[config.mk]
export PLATFORM = sky130hd
export DESIGN_NAME = envelope_sequencer
export DESIGN_NICKNAME = d
export VERILOG_FILES = /design/src/rtl/synth_env_pkg.sv /design/src/rtl/env_tick_prescaler.sv /design/src/rtl/envelope_sequencer.sv
export SDC_FILE = /design/constraint.sdc
export NUM_CORES = 1
export LEC_CHECK = 0
export CAP_MARGIN = 10
export CORE_MARGIN = 4
export CORE_UTILIZATION = 40
export CTS_BUF_LIST = sky130_fd_sc_hd__clkbuf_8
export DETAILED_ROUTE_END_ITERATION = 8
export PLACE_DENSITY = 0.61
export SETUP_SLACK_MARGIN = 0.02
export SYNTH_ARGS = -nofsm -noshare
export SYNTH_HDL_FRONTEND = slang
export SYNTH_SLANG_ARGS = --single-unit
export TNS_END_PERCENT = 20
[constraint.sdc]
create_clock -name clk -period 5.1 [get_ports clk]
set_input_delay 1.53 -clock clk [delete_from_list [all_inputs] [get_ports clk]]
set_output_delay 1.53 -clock clk [all_outputs]
set_load 0.005 [all_outputs]
[src/rtl/synth_env_pkg.sv]
// Shared constants for the synth voice envelope: state encodings and default
// step sizes/levels used by envelope_sequencer.
package synth_env_pkg;

    localparam logic [2:0] StIdle    = 3'd0;
    localparam logic [2:0] StAttack  = 3'd1;
    localparam logic [2:0] StDecay   = 3'd2;
    localparam logic [2:0] StSustain = 3'd3;
    localparam logic [2:0] StRelease = 3'd4;

    localparam int unsigned DefAmpW         = 8;
    localparam int unsigned DefTickDiv      = 50000;
    localparam int unsigned DefAttackStep   = 4;
    localparam int unsigned DefDecayStep    = 2;
    localparam int unsigned DefSustainLevel = 192;
    localparam int unsigned DefReleaseStep  = 1;
    localparam int unsigned DefSustainUnit  = 64;

    // 15 * 64 = 960 fits in 10 bits
    localparam int unsigned SusCntW = 10;

endpackage

[src/rtl/env_tick_prescaler.sv]
// Free-running divider producing a one-cycle envelope tick every TICK_DIV clocks.
module env_tick_prescaler #(
    parameter int unsigned TICK_DIV = 50000
) (
    input  logic clk,
    input  logic reset_n,
    output logic tick
);

    localparam int unsigned CntW = (TICK_DIV > 1) ? $clog2(TICK_DIV) : 1;
    localparam logic [CntW-1:0] CntMax = CntW'(TICK_DIV - 1);

    logic [CntW-1:0] cnt_q, cnt_d;

    always_comb begin
        tick  = (cnt_q == CntMax);
        cnt_d = tick ? '0 : cnt_q + CntW'(1);
    end

    always_ff @(posedge clk or negedge reset_n) begin
        if (!reset_n) begin
            cnt_q <= '0;
        end else begin
            cnt_q <= cnt_d;
        end
    end

endmodule

[src/rtl/envelope_sequencer.sv]
// ADSR envelope controller: key edges steer the state machine, prescaler ticks
// step the amplitude with saturating arithmetic, SUSTAIN is optionally timed.
module envelope_sequencer
    import synth_env_pkg::*;
#(
    parameter int unsigned TICK_DIV      = DefTickDiv,
    parameter int unsigned AMP_W         = DefAmpW,
    parameter int unsigned ATTACK_STEP   = DefAttackStep,
    parameter int unsigned DECAY_STEP    = DefDecayStep,
    parameter int unsigned SUSTAIN_LEVEL = DefSustainLevel,
    parameter int unsigned RELEASE_STEP  = DefReleaseStep,
    parameter int unsigned SUSTAIN_UNIT  = DefSustainUnit
) (
    input  logic             clk,
    input  logic             reset_n,
    input  logic             key_on,
    input  logic [3:0]       sustain_time,
    output logic [AMP_W-1:0] amplitude,
    output logic [2:0]       env_state,
    output logic             busy,
    output logic             note_done
);

    localparam logic [AMP_W:0] FullScale = {1'b0, {AMP_W{1'b1}}};

    logic               tick, rise, fall, key_q;
    logic [2:0]         state_q, state_d;
    logic [AMP_W-1:0]   amp_q, amp_d;
    logic [SusCntW-1:0] sus_q, sus_d;
    logic               done_d, done_q, busy_q;
    logic [AMP_W:0]     att_sum;

    env_tick_prescaler #(
        .TICK_DIV (TICK_DIV)
    ) u_prescaler (
        .clk     (clk),
        .reset_n (reset_n),
        .tick    (tick)
    );

    assign rise = key_on & ~key_q;
    assign fall = ~key_on & key_q;

    always_comb begin
        state_d = state_q;
        amp_d   = amp_q;
        sus_d   = sus_q;
        done_d  = 1'b0;
        att_sum = {1'b0, amp_q} + (AMP_W+1)'(ATTACK_STEP);

        // Edges take priority over ticks; a retrigger keeps the current amplitude.
        if (rise) begin
            state_d = StAttack;
        end else if (fall && (state_q == StAttack || state_q == StDecay ||
                              state_q == StSustain)) begin
            state_d = StRelease;
        end else if (tick) begin
            case (state_q)
                StAttack: begin
                    if (att_sum >= FullScale) begin
                        amp_d   = FullScale[AMP_W-1:0];
                        state_d = StDecay;
                    end else begin
                        amp_d = att_sum[AMP_W-1:0];
                    end
                end
                StDecay: begin
                    if ({1'b0, amp_q} <= (AMP_W+1)'(SUSTAIN_LEVEL + DECAY_STEP)) begin
                        amp_d   = AMP_W'(SUSTAIN_LEVEL);
                        state_d = StSustain;
                        sus_d   = SusCntW'(sustain_time) * SusCntW'(SUSTAIN_UNIT);
                    end else begin
                        amp_d = amp_q - AMP_W'(DECAY_STEP);
                    end
                end
                StSustain: begin
                    // A zero count means hold until the key is released.
                    if (sus_q != '0) begin
                        sus_d = sus_q - SusCntW'(1);
                        if (sus_q == SusCntW'(1)) begin
                            state_d = StRelease;
                        end
                    end
                end
                StRelease: begin
                    if (amp_q <= AMP_W'(RELEASE_STEP)) begin
                        amp_d   = '0;
                        state_d = StIdle;
                        done_d  = 1'b1;
                    end else begin
                        amp_d = amp_q - AMP_W'(RELEASE_STEP);
                    end
                end
                default: ;
            endcase
        end
    end

    always_ff @(posedge clk or negedge reset_n) begin
        if (!reset_n) begin
            key_q   <= 1'b0;
            state_q <= StIdle;
            amp_q   <= '0;
            sus_q   <= '0;
            done_q  <= 1'b0;
            busy_q  <= 1'b0;
        end else begin
            key_q   <= key_on;
            state_q <= state_d;
            amp_q   <= amp_d;
            sus_q   <= sus_d;
            done_q  <= done_d;
            busy_q  <= (state_d != StIdle);
        end
    end

    assign amplitude = amp_q;
    assign env_state = state_q;
    assign busy      = busy_q;
    assign note_done = done_q;

endmodule

==> metrics.yaml <==
ctsHtreeMaxLevel: 2
fin_area_sq_um: 2920
worstSkewPairLatency_ns: 0.29
path_clk_slew_ns: 0.07
path_cells: "clkdlybuf4s50_1 > nand2b_1 > o31ai_1 > or3b_1 > or2_1 > a21oi_1 > nor4_1"
post_cts_buffers: 0
syn_area_sq_um: 2600
worstPathArrival_ns: 3.78
yosysSeqAreaShare_pct: 38.4
gr-total-overflow: 0
multi_input_area_sq_um: 1510
slowest_stage: "o31ai_1"
layout_commonest_cell: "dfrtp_1"
fp.dieH_um: 88.7
grt_pass1_wl_um: 9740
drt_wl_total_um: 5600
hold_slack_ns: 0.490
grt_max_degree: 41
fmax_mhz: 279
core_area_sq_um: 6350
finClkSkew_ns: 0.00373
initial_core_util_pct: 41.0
globalplace.congestion: 0.891
worst-path-buf-inv: 1
crit_fanout: 15
wire_per_inst_um: 14.5
ios: 20
cts.sinks: 40
startpoint_type: "input port"
area_delta_synth_final_pct: 12.2
drive_above_1_share_pct: 6.45
drc: 0
grtUsageTotal_pct: 15.7
first_global_vias: 2046
synth_fp_nets: 315
final_cell_mix: "dfrtp_1, nor2_1, o21ai_0"
fin_nets: 329
cts_tree: "yes"
drt_iter0_drc: 103
syn_inst: 295
grt_antenna_before_repair: 0
synth.distinct_cells: 56
pwr-share-clk_pct: 35.5
criticalPathCategory: "input port to flop"
setup_tns_ns: 0
hold_buffers: 0
worstHoldPathType: "flop to flop"
yosys_warnings: 0
rows: 29
async_flop_share_pct: 100
outcome: "finished, final reports clean"
relSlewSlack_pct: 40.3
period_minus_slack_ns: 3.59
dr.pass1.iters: 7
die_w_um: 88.7
combPwrFrac_pct: 8.9
synth-edff-count: 0
cts_root_buf: "clkbuf_8"
io_buffers: 19
worstMarginPinSlew_ns: 0.895
rsz0062_at_grt: "false"
powerDensity_nw_per_um2: 203
required_ns: 5.29
ff_latch_area_sq_um: 1000
vias: 2164
ant_nets: 0
avgSynthCellArea_sq_um: 8.83
critical-path-top-delay-family: "simple AND/OR/NAND/NOR gates"
place_area_sq_um: 2830
ir_drop_v: 0.000109
seq_power_share_pct: 55.6
p_int_uw: 453
insertedDiodeCount: 0
switching_share_pct: 23.5
nFillCells: 631
synth-seq-cells: 40
setup_viol: 0
dp.final_hpwl_um: 4110
dieArea_sq_um: 7870
cts_buffers: 5
hold_violations: 0
fin_util_pct: 46.0
switching_power_uw: 139
cpPeakStageDelay_ns: 0.54
power.leakage_nw: 1.22
cts_resized: 0
via_per_inst: 5.59
finalCritPeriodShare_pct: 70.4
critPathCaptureType: "flop"
drv_slew: 0
r2r_slack_ns: 2.37
maxCapViolCount: 0
synth_flop_cell: "dfrtp_1"
cts_buffer_depth: 2
==> worst reg2reg max path: cells and delay by family (launching register included) <==
kind / cells / cell delay [ns]
adder cells (fa/ha/maj): 1 / 0.22
buffers and inverters: 1 / 0.18
flip-flops: 1 / 0.46
AND/OR/NAND/NOR: 4 / 1.46
AO/OA/AOI/OAI: 2 / 0.33
==> metal layers <==
metal	vias up	wire, um	GRT usage [%]
met4	0	23	3.71
met2	36	2510	23.8
met5	-	0	0
met3	2	185	4.00
li1	1100	-	-
met1	1026	2880	22.4
==> registers in the layout, indices dropped and copies added, names as in the netlist <==
signal and count:
amplitude 8, key_q 1, sus_q 10, busy 1, note_done 1, u_prescaler.cnt_q 16, env_state 3
==> synth_stat cells, types with 7 or more instances <==
cell type / number / share of area [%]
dfrtp_1: 40 / 38
nand2b_1: 7 / 1.7
nand3_1: 20 / 3.8
nor2_1: 35 / 5.0
xnor2_1: 8 / 2.7
xor2_1: 10 / 3.4
inv_1: 11 / 1.6
ha_1: 13 / 6.2
nand2_1: 21 / 3.0
o21ai_0: 24 / 4.6
a21oi_1: 10 / 1.9
==> area by class of cell <==
type	instances	share of cell area (%)
clock buffers	6	2.82
clock inverters	2	0.257
inverters	11	1.41
multi-input cells	232	51.6
flip-flops and latches	40	34.2
well taps	77	3.29
repair buffers	19	6.33
==> kinds of logic (layout without fill, tap and decap cells) <==
group	count (synthesis)	in the layout	synth area share, %
AO/OA/AOI/OAI	69	69	18.3
XOR/XNOR	18	18	6.05
adder cells (fa/ha/maj)	13	13	6.24
buffers and inverters	23	38	3.60
flip-flops	40	40	38.4
multiplexers	1	1	0.384
AND/OR/NAND/NOR	131	131	27.0
==> metrics by stage <==
stage / std cells / power (mW) / setup slack, ns
detailed placement: 379 / 0.389 / 1.21
floorplan: 295 / 0.363 / 2.11
finish: 387 / 0.592 / 1.51
global placement: 379 / 0.390 / 1.32
CTS: 387 / 0.603 / 1.52
global route: 387 / 0.625 / 1.25
==> power by group through the flow <==
stage | clock [mW] | sequential (mW) | combinational (mW)
global placement | 0 | 0.336 | 0.0541
global route | 0.234 | 0.331 | 0.0596
CTS | 0.220 | 0.329 | 0.0540
detailed placement | 0 | 0.336 | 0.0537
finish | 0.210 | 0.329 | 0.0529
floorplan | 0 | 0.331 | 0.0326
==> path summary, 6_finish.rpt <==
kind | start | end | cells after the start
min in group asynchronous | reset_n | u_prescaler.cnt_q[3] | 1
max reg2reg | amplitude[2] | sus_q[1] | 8
max | key_on | amplitude[5] | 7
max in group asynchronous | reset_n | sus_q[9] | 1
min | u_prescaler.cnt_q[0] | u_prescaler.cnt_q[0] | 1
min reg2reg | u_prescaler.cnt_q[0] | u_prescaler.cnt_q[0] | 1
(Power assumes the default switching activity.)
